**src/rtl/trace_capture_unit_if.sv**
```systemverilog
// trace_capture_unit_if: valid/ready readout port of the trace buffer.
// ENTRY_W is supplied by the instantiator and must match the buffer's entry layout.
interface trace_capture_unit_if #(
  parameter int ENTRY_W = 70
);
  logic               rd_valid_o;
  logic               rd_ready_i;
  logic [ENTRY_W-1:0] rd_data_o;
  logic               rd_last_o;

  modport master (output rd_valid_o, output rd_data_o, output rd_last_o, input rd_ready_i);
  modport slave  (input rd_valid_o, input rd_data_o, input rd_last_o, output rd_ready_i);
endinterface

```
**src/rtl/trace_capture_unit.sv**
```systemverilog
// trace_capture_unit: circular PC/writeback trace buffer with PC trigger, manual stop and
// oldest-first valid/ready readout. Define TRACE_TIMESTAMP_EN to add a cycle stamp to each entry.
module trace_capture_unit #(
  parameter int ADDR_W = 32,
  parameter int DATA_W = 32,
  parameter int REG_AW = 5,
  parameter int DEPTH  = 16,
  parameter int CNT_W  = 16
) (
  input  logic                       clk_i,
  input  logic                       rst_i,
  input  logic                       run_i,
  input  logic [ADDR_W-1:0]          pc_i,
  input  logic                       wb_en_i,
  input  logic [REG_AW-1:0]          wb_addr_i,
  input  logic [DATA_W-1:0]          wb_data_i,
  input  logic                       arm_i,
  input  logic                       stop_i,
  input  logic                       trig_en_i,
  input  logic [ADDR_W-1:0]          trig_pc_i,
  input  logic [CNT_W-1:0]           post_cnt_i,
  trace_capture_unit_if.master       rd,
  output logic [1:0]                 state_o,
  output logic [$clog2(DEPTH):0]     count_o,
  output logic [CNT_W-1:0]           cycle_cnt_o
);
  localparam int PTR_W = $clog2(DEPTH);
`ifdef TRACE_TIMESTAMP_EN
  localparam int ENTRY_W = 1 + REG_AW + DATA_W + ADDR_W + CNT_W;
`else
  localparam int ENTRY_W = 1 + REG_AW + DATA_W + ADDR_W;
`endif

  typedef enum logic [1:0] {S_IDLE = 2'd0, S_ARMED = 2'd1, S_POST = 2'd2, S_DONE = 2'd3} state_t;

  state_t             r_state;
  logic [ENTRY_W-1:0] r_mem [DEPTH];
  logic [PTR_W-1:0]   r_wr_ptr;
  logic [PTR_W-1:0]   r_rd_idx;
  logic [PTR_W:0]     r_count;
  logic [PTR_W:0]     r_rd_rem;
  logic [CNT_W-1:0]   r_cycle_cnt;
  logic [CNT_W-1:0]   r_post_cnt;
  logic               r_rd_valid;
  logic               r_rd_last;

  logic               w_cap;
  logic               w_match;
  logic               w_beat;
  logic               w_to_done;
  logic [PTR_W-1:0]   w_wr_ptr_nxt;
  logic [PTR_W:0]     w_count_nxt;
  logic [ENTRY_W-1:0] w_entry;

  assign w_cap        = (r_state == S_ARMED || r_state == S_POST) && run_i;
  assign w_match      = trig_en_i && run_i && (pc_i == trig_pc_i);
  assign w_beat       = (r_state == S_DONE) && r_rd_valid && rd.rd_ready_i;
  assign w_wr_ptr_nxt = w_cap ? r_wr_ptr + 1'b1 : r_wr_ptr;
  assign w_count_nxt  = (w_cap && r_count != (PTR_W+1)'(DEPTH)) ? r_count + 1'b1 : r_count;

  // The stamp is the pre-increment counter, so the first capture after arm carries 0.
`ifdef TRACE_TIMESTAMP_EN
  assign w_entry = {r_cycle_cnt, wb_en_i, wb_addr_i, wb_data_i, pc_i};
`else
  assign w_entry = {wb_en_i, wb_addr_i, wb_data_i, pc_i};
`endif

  always_comb begin
    w_to_done = 1'b0;
    if (r_state == S_ARMED || r_state == S_POST) begin
      if (stop_i)
        w_to_done = 1'b1;
      else if (r_state == S_ARMED && w_match && post_cnt_i == '0)
        w_to_done = 1'b1;
      else if (r_state == S_POST && run_i && r_post_cnt == CNT_W'(1))
        w_to_done = 1'b1;
    end
  end

  always_ff @(posedge clk_i) begin
    if (w_cap) r_mem[r_wr_ptr] <= w_entry;
  end

  always_ff @(posedge clk_i or posedge rst_i) begin
    if (rst_i) begin
      r_state     <= S_IDLE;
      r_wr_ptr    <= '0;
      r_rd_idx    <= '0;
      r_count     <= '0;
      r_rd_rem    <= '0;
      r_cycle_cnt <= '0;
      r_post_cnt  <= '0;
      r_rd_valid  <= 1'b0;
      r_rd_last   <= 1'b0;
    end else begin
      case (r_state)
        S_IDLE, S_DONE: begin
          if (arm_i) begin
            r_state     <= S_ARMED;
            r_wr_ptr    <= '0;
            r_rd_idx    <= '0;
            r_count     <= '0;
            r_rd_rem    <= '0;
            r_cycle_cnt <= '0;
            r_post_cnt  <= '0;
            r_rd_valid  <= 1'b0;
            r_rd_last   <= 1'b0;
          end else if (w_beat) begin
            r_rd_idx   <= r_rd_idx + 1'b1;
            r_rd_rem   <= r_rd_rem - 1'b1;
            r_rd_valid <= (r_rd_rem != (PTR_W+1)'(1));
            r_rd_last  <= (r_rd_rem == (PTR_W+1)'(2));
          end
        end
        S_ARMED, S_POST: begin
          if (w_cap) begin
            r_wr_ptr <= w_wr_ptr_nxt;
            r_count  <= w_count_nxt;
            if (r_cycle_cnt != '1) r_cycle_cnt <= r_cycle_cnt + 1'b1;
          end
          if (w_to_done) begin
            // Readout starts at the oldest held entry, including this cycle's capture.
            r_state    <= S_DONE;
            r_rd_idx   <= w_wr_ptr_nxt - w_count_nxt[PTR_W-1:0];
            r_rd_rem   <= w_count_nxt;
            r_rd_valid <= (w_count_nxt != '0);
            r_rd_last  <= (w_count_nxt == (PTR_W+1)'(1));
          end else if (r_state == S_ARMED && w_match) begin
            r_state    <= S_POST;
            r_post_cnt <= post_cnt_i;
          end else if (r_state == S_POST && run_i) begin
            r_post_cnt <= r_post_cnt - 1'b1;
          end
        end
        default: r_state <= S_IDLE;
      endcase
    end
  end

  assign rd.rd_valid_o = r_rd_valid;
  assign rd.rd_last_o  = r_rd_last;
  assign rd.rd_data_o  = r_mem[r_rd_idx];
  assign state_o       = r_state;
  assign count_o       = r_count;
  assign cycle_cnt_o   = r_cycle_cnt;
endmodule

```
**src/flat_wrapper.sv**
```systemverilog
// flat-port wrapper written by rule: the top's interface ports become plain ports
module trace_capture_unit_flat 
#(
  parameter int ADDR_W = 32,
  parameter int DATA_W = 32,
  parameter int REG_AW = 5,
  parameter int DEPTH  = 16,
  parameter int CNT_W  = 16
)
  (clk_i, rst_i, run_i, pc_i, wb_en_i, wb_addr_i, wb_data_i, arm_i, stop_i, trig_en_i, trig_pc_i, post_cnt_i, state_o, count_o, cycle_cnt_o, rd_rd_valid_o, rd_rd_data_o, rd_rd_last_o, rd_rd_ready_i);
  trace_capture_unit_if #(.ENTRY_W(((1 + REG_AW + DATA_W + ADDR_W)))) rd_i ();
  input  logic clk_i;
  input  logic rst_i;
  input  logic run_i;
  input  logic [ADDR_W-1:0] pc_i;
  input  logic wb_en_i;
  input  logic [REG_AW-1:0] wb_addr_i;
  input  logic [DATA_W-1:0] wb_data_i;
  input  logic arm_i;
  input  logic stop_i;
  input  logic trig_en_i;
  input  logic [ADDR_W-1:0] trig_pc_i;
  input  logic [CNT_W-1:0] post_cnt_i;
  output logic [1:0] state_o;
  output logic [$clog2(DEPTH):0] count_o;
  output logic [CNT_W-1:0] cycle_cnt_o;
  output wire logic [$bits(rd_i.rd_valid_o)-1:0] rd_rd_valid_o;
  output wire logic [$bits(rd_i.rd_data_o)-1:0] rd_rd_data_o;
  output wire logic [$bits(rd_i.rd_last_o)-1:0] rd_rd_last_o;
  input wire logic [$bits(rd_i.rd_ready_i)-1:0] rd_rd_ready_i;
  assign rd_rd_valid_o = rd_i.rd_valid_o;
  assign rd_rd_data_o = rd_i.rd_data_o;
  assign rd_rd_last_o = rd_i.rd_last_o;
  assign rd_i.rd_ready_i = rd_rd_ready_i;
  trace_capture_unit #(.ADDR_W(ADDR_W), .DATA_W(DATA_W), .REG_AW(REG_AW), .DEPTH(DEPTH), .CNT_W(CNT_W)) u_core (.clk_i(clk_i), .rst_i(rst_i), .run_i(run_i), .pc_i(pc_i), .wb_en_i(wb_en_i), .wb_addr_i(wb_addr_i), .wb_data_i(wb_data_i), .arm_i(arm_i), .stop_i(stop_i), .trig_en_i(trig_en_i), .trig_pc_i(trig_pc_i), .post_cnt_i(post_cnt_i), .rd(rd_i), .state_o(state_o), .count_o(count_o), .cycle_cnt_o(cycle_cnt_o));
endmodule
```
**config.mk**
```make
export PLATFORM = sky130hd
export DESIGN_NAME = trace_capture_unit_flat
export DESIGN_NICKNAME = d
export VERILOG_FILES = /design/src/rtl/trace_capture_unit_if.sv /design/src/rtl/trace_capture_unit.sv /design/src/flat_wrapper.sv
export SDC_FILE = /design/constraint.sdc
export NUM_CORES = 1
export LEC_CHECK = 0
export CAP_MARGIN = 20
export CORE_ASPECT_RATIO = 1.4
export CORE_UTILIZATION = 30
export CTS_BUF_LIST = sky130_fd_sc_hd__clkbuf_4 sky130_fd_sc_hd__clkbuf_8
export CTS_CLUSTER_DIAMETER = 100
export DETAILED_ROUTE_END_ITERATION = 10
export PLACE_DENSITY = 0.42
export SYNTH_ARGS = -nofsm -noshare
export SYNTH_HDL_FRONTEND = slang
export SYNTH_SLANG_ARGS = --single-unit
```
**constraint.sdc**
```tcl
create_clock -name clk_i -period 4.6 [get_ports clk_i]
set_clock_uncertainty 0.05 [all_clocks]
set_input_delay 1.38 -clock clk_i [delete_from_list [all_inputs] [get_ports clk_i]]
set_output_delay 1.38 -clock clk_i [all_outputs]
set_load 0.03 [all_outputs]
```
==> metrics.txt <==
setup TNS -0.0421 ns; design area 0.0571 mm2; Netlist cell types 56; violated checks negative setup slack; Slew @ Worst Pin 1.06 ns; Worst-Skew Late Latency 0.90 ns; Worst path slowest cell mux4_2; Net Sw Frac 31.3%; largest net degree at the start of global routing 53; final hold violation count 0; reg-to-reg setup timing slack 1.38 ns; combinational cell fraction of total power 34.6%; die width 333 um; htree depth 4; Inserted Clock Buffers 189; Vias per Instance 5.00; Setup Viol. Count Final 5; VDD IR-drop max 0.343 mV; Mapped Avg Cell Area 22.5 um2; WS Path Type reg2out; CP startpoint u_core.r_rd_idx[0]; Final Max Tran Viols 0; Max Clock Freq 216 MHz; Power per Cell Area 573 mW/mm2; post-route setup slack -0.0236 ns; Placed Cells 4,252; vias in the first global route 25,700; sequential power share 38.0%; reg2reg start u_core.state_o[0]; most frequent cell after synthesis edfxtp_1; Die Area 0.155 mm2; Critical Path Sink Type primary output; Final GP Congestion 0.769; fin nets 2,688; Pint 22.5 mW; Syn Nets 2,188; routed via count 23,300; reg2reg end u_core.r_rd_idx[3]; Root Buffer clkbuf_8; Sink Count 1,174; # rows 169; Mapped Area 0.0459 mm2; Clk pwr share 27.4%; Post-DP HPWL 69.9 mm; hold_ws 0.458 ns; Design Power 32.7 mW; hold crit path type reg2reg; Post-route DRC 0; slowest stage delay, CP 0.52 ns; WL/cell 28.8 um; Top FF cell, synth edfxtp_1; Max-Cap Viols 0; core area 0.152 mm2; Filler cells 13,700; leakage power 18.3 nW; # port buffers 219; area share of the largest cell type after synthesis 73.3%; Post-Route WL 135 mm; Die Height 465 um; Bufs on Longest Clock Path 3; GRT Total Usage 17.4%; CTS tree done; Commonest cells post-synth edfxtp_1, mux4_2, clkbuf_1; Yosys reg bits 1,174; clk slew on worst S/H paths 0.06 ns; worst reg2reg path depth 12; DR iter-0 viols 1,705; I/O pins 220; CP Launch Type register; status complete, but fails checks; CP max FO 6; RSZ-0062 raised after global routing yes; DP Worst Slack 0.372 ns; Worst Path Arrival 3.19 ns; stages on the worst setup path 7; antenna violations before repair 10; required time worst endpoint 3.17 ns; grt total ovfl 0; Pre-Repair DR Iteration Count 7; worst path cell trace buf_16 > buf_16 > buf_12 > clkbuf_16 > mux4_2 > mux4_2 > buf_6; Yosys warning count 0; Post-DRT Antenna Nets 0; post-route minimum period 4.62 ns; Post-DP Area 0.0515 mm2; Slew headroom 29.1%; post-synthesis sequential area ratio 76.2%; EDFF count, synth 1,120; cell taking the most area after synthesis edfxtp_1; layout cell share with drive strength beyond 1 34.5%; Final Cycle Share 101%; Area Growth Syn to Fin 24.5%; Worst Path Buf+Inv 5; Finished Layout Cells 4,665; wire length of the first global-routing pass 190 mm; asr flop ratio synth 4.60%; final design utilization 37.7%; CP top delay family multiplexers; Post-Syn Instances 2,043; Synth area leaders edfxtp_1, mux4_2, dfrtp_1; Switching Power 10.2 mW; Critical Path End rd_rd_data_o[60]; Starting Density 30.3%
flip-flops by register name, indices dropped and copies added (netlist names):
| name | count |
|---|---|
| u_core.r_rd_rem | 5 |
| u_core.r_mem | 1120 |
| u_core.state_o | 2 |
| u_core.r_wr_ptr | 4 |
| u_core.cycle_cnt_o | 16 |
| u_core.rd.rd_valid_o | 1 |
| u_core.count_o | 5 |
| u_core.r_post_cnt | 16 |
| u_core.r_rd_idx | 4 |
| u_core.rd.rd_last_o | 1 |
power by group through the flow:
stage,Combinational [mW],Clock [mW],Sequential (mW)
after CTS,11.3,9.28,12.5
after global placement,9.39,0,12.7
final,11.3,8.97,12.5
after detailed placement,9.44,0,12.7
after global routing,12.0,9.67,12.5
after floorplan,6.02,0,12.6
worst register-to-register path: cells and delay by family (launching register included):
kind                     cells  cell delay, ns
AO/OA/AOI/OAI                5            0.99
adder cells (fa/ha/maj)      2            0.74
flip-flops                   1            0.42
multiplexers                 1            0.32
XOR/XNOR                     2            0.29
AND/OR/NAND/NOR              1            0.25
buffers and inverters        1            0.06
how the worst min path moves through the flow:
| stage | slack (ns) | start | endpoint | cells after the start |
|---|---|---|---|---|
| 2_1_floorplan | 0.40 | u_core.r_post_cnt[7] | u_core.r_post_cnt[7] | 2 |
| 3_3_place_gp | 0.44 | u_core.rd.rd_last_o | u_core.rd.rd_last_o | 2 |
| 3_5_place_dp | 0.44 | u_core.rd.rd_last_o | u_core.rd.rd_last_o | 2 |
| 4_1_cts | 0.46 | u_core.r_post_cnt[7] | u_core.r_post_cnt[7] | 2 |
| 5_1_grt | 0.49 | u_core.r_post_cnt[7] | u_core.r_post_cnt[7] | 2 |
| 6_report | 0.46 | u_core.r_post_cnt[7] | u_core.r_post_cnt[7] | 2 |
final cells by class:
class,instances,area [um2],share of cell area [%]
Sequential cell,1174,35000,61.3
Multi-Input combinational cell,755,10500,18.4
Timing Repair Buffer,406,5390,9.43
Clock buffer,256,3160,5.53
Tap cell,1966,2460,4.31
Clock inverter,89,559,0.979
Inverter,17,63.8,0.112
Antenna cell,2,5.00,0.00876
kinds of logic after synthesis:
logic type | Yosys count | synth area share (%)
buffers and inverters | 114 | 0.987
and+or+nand+nor | 224 | 2.45
AOI/OAI and AO/OA | 99 | 1.37
xor gates and xnor gates | 55 | 1.05
adders and majority gates | 20 | 0.562
muxes | 357 | 17.3
DFF | 1174 | 76.2
metal layers:
layer,vias up,share of wire [%],track usage [%]
met2,619,50,29.0
met1,12800,43,22.7
met5,-,0.073,0
met4,14,2.0,5.06
met3,194,4.8,3.73
li1,9725,-,-
what timing repair did:
item                                   in CTS  in global routing
buffers inserted                           22                  2
hold buffers                                0                  0
pin swaps                                   0                  0
endpoints found under the hold margin       0                  0
setup endpoints to repair                  68                 53
gates resized for setup                   181                  8
gates cloned                               31                 12
layout by cell type, fill, tap and decap left out, types with 18 or more instances in the layout:
cell type / instances
clkinv_1: 55
clkdlybuf4s50_1: 149
ha_1: 19
clkbuf_8: 198
clkinv_2: 18
dfrtp_1: 50
buf_12: 52
buf_4: 81
clkbuf_4: 58
xor2_1: 43
a21oi_1: 24
nand3_1: 21
nand2_1: 50
o21ai_0: 43
edfxtp_1: 1120
buf_16: 41
nor2_1: 55
nor4_1: 23
mux4_2: 350
buf_6: 65
Power figures use the tool's default switching activity.
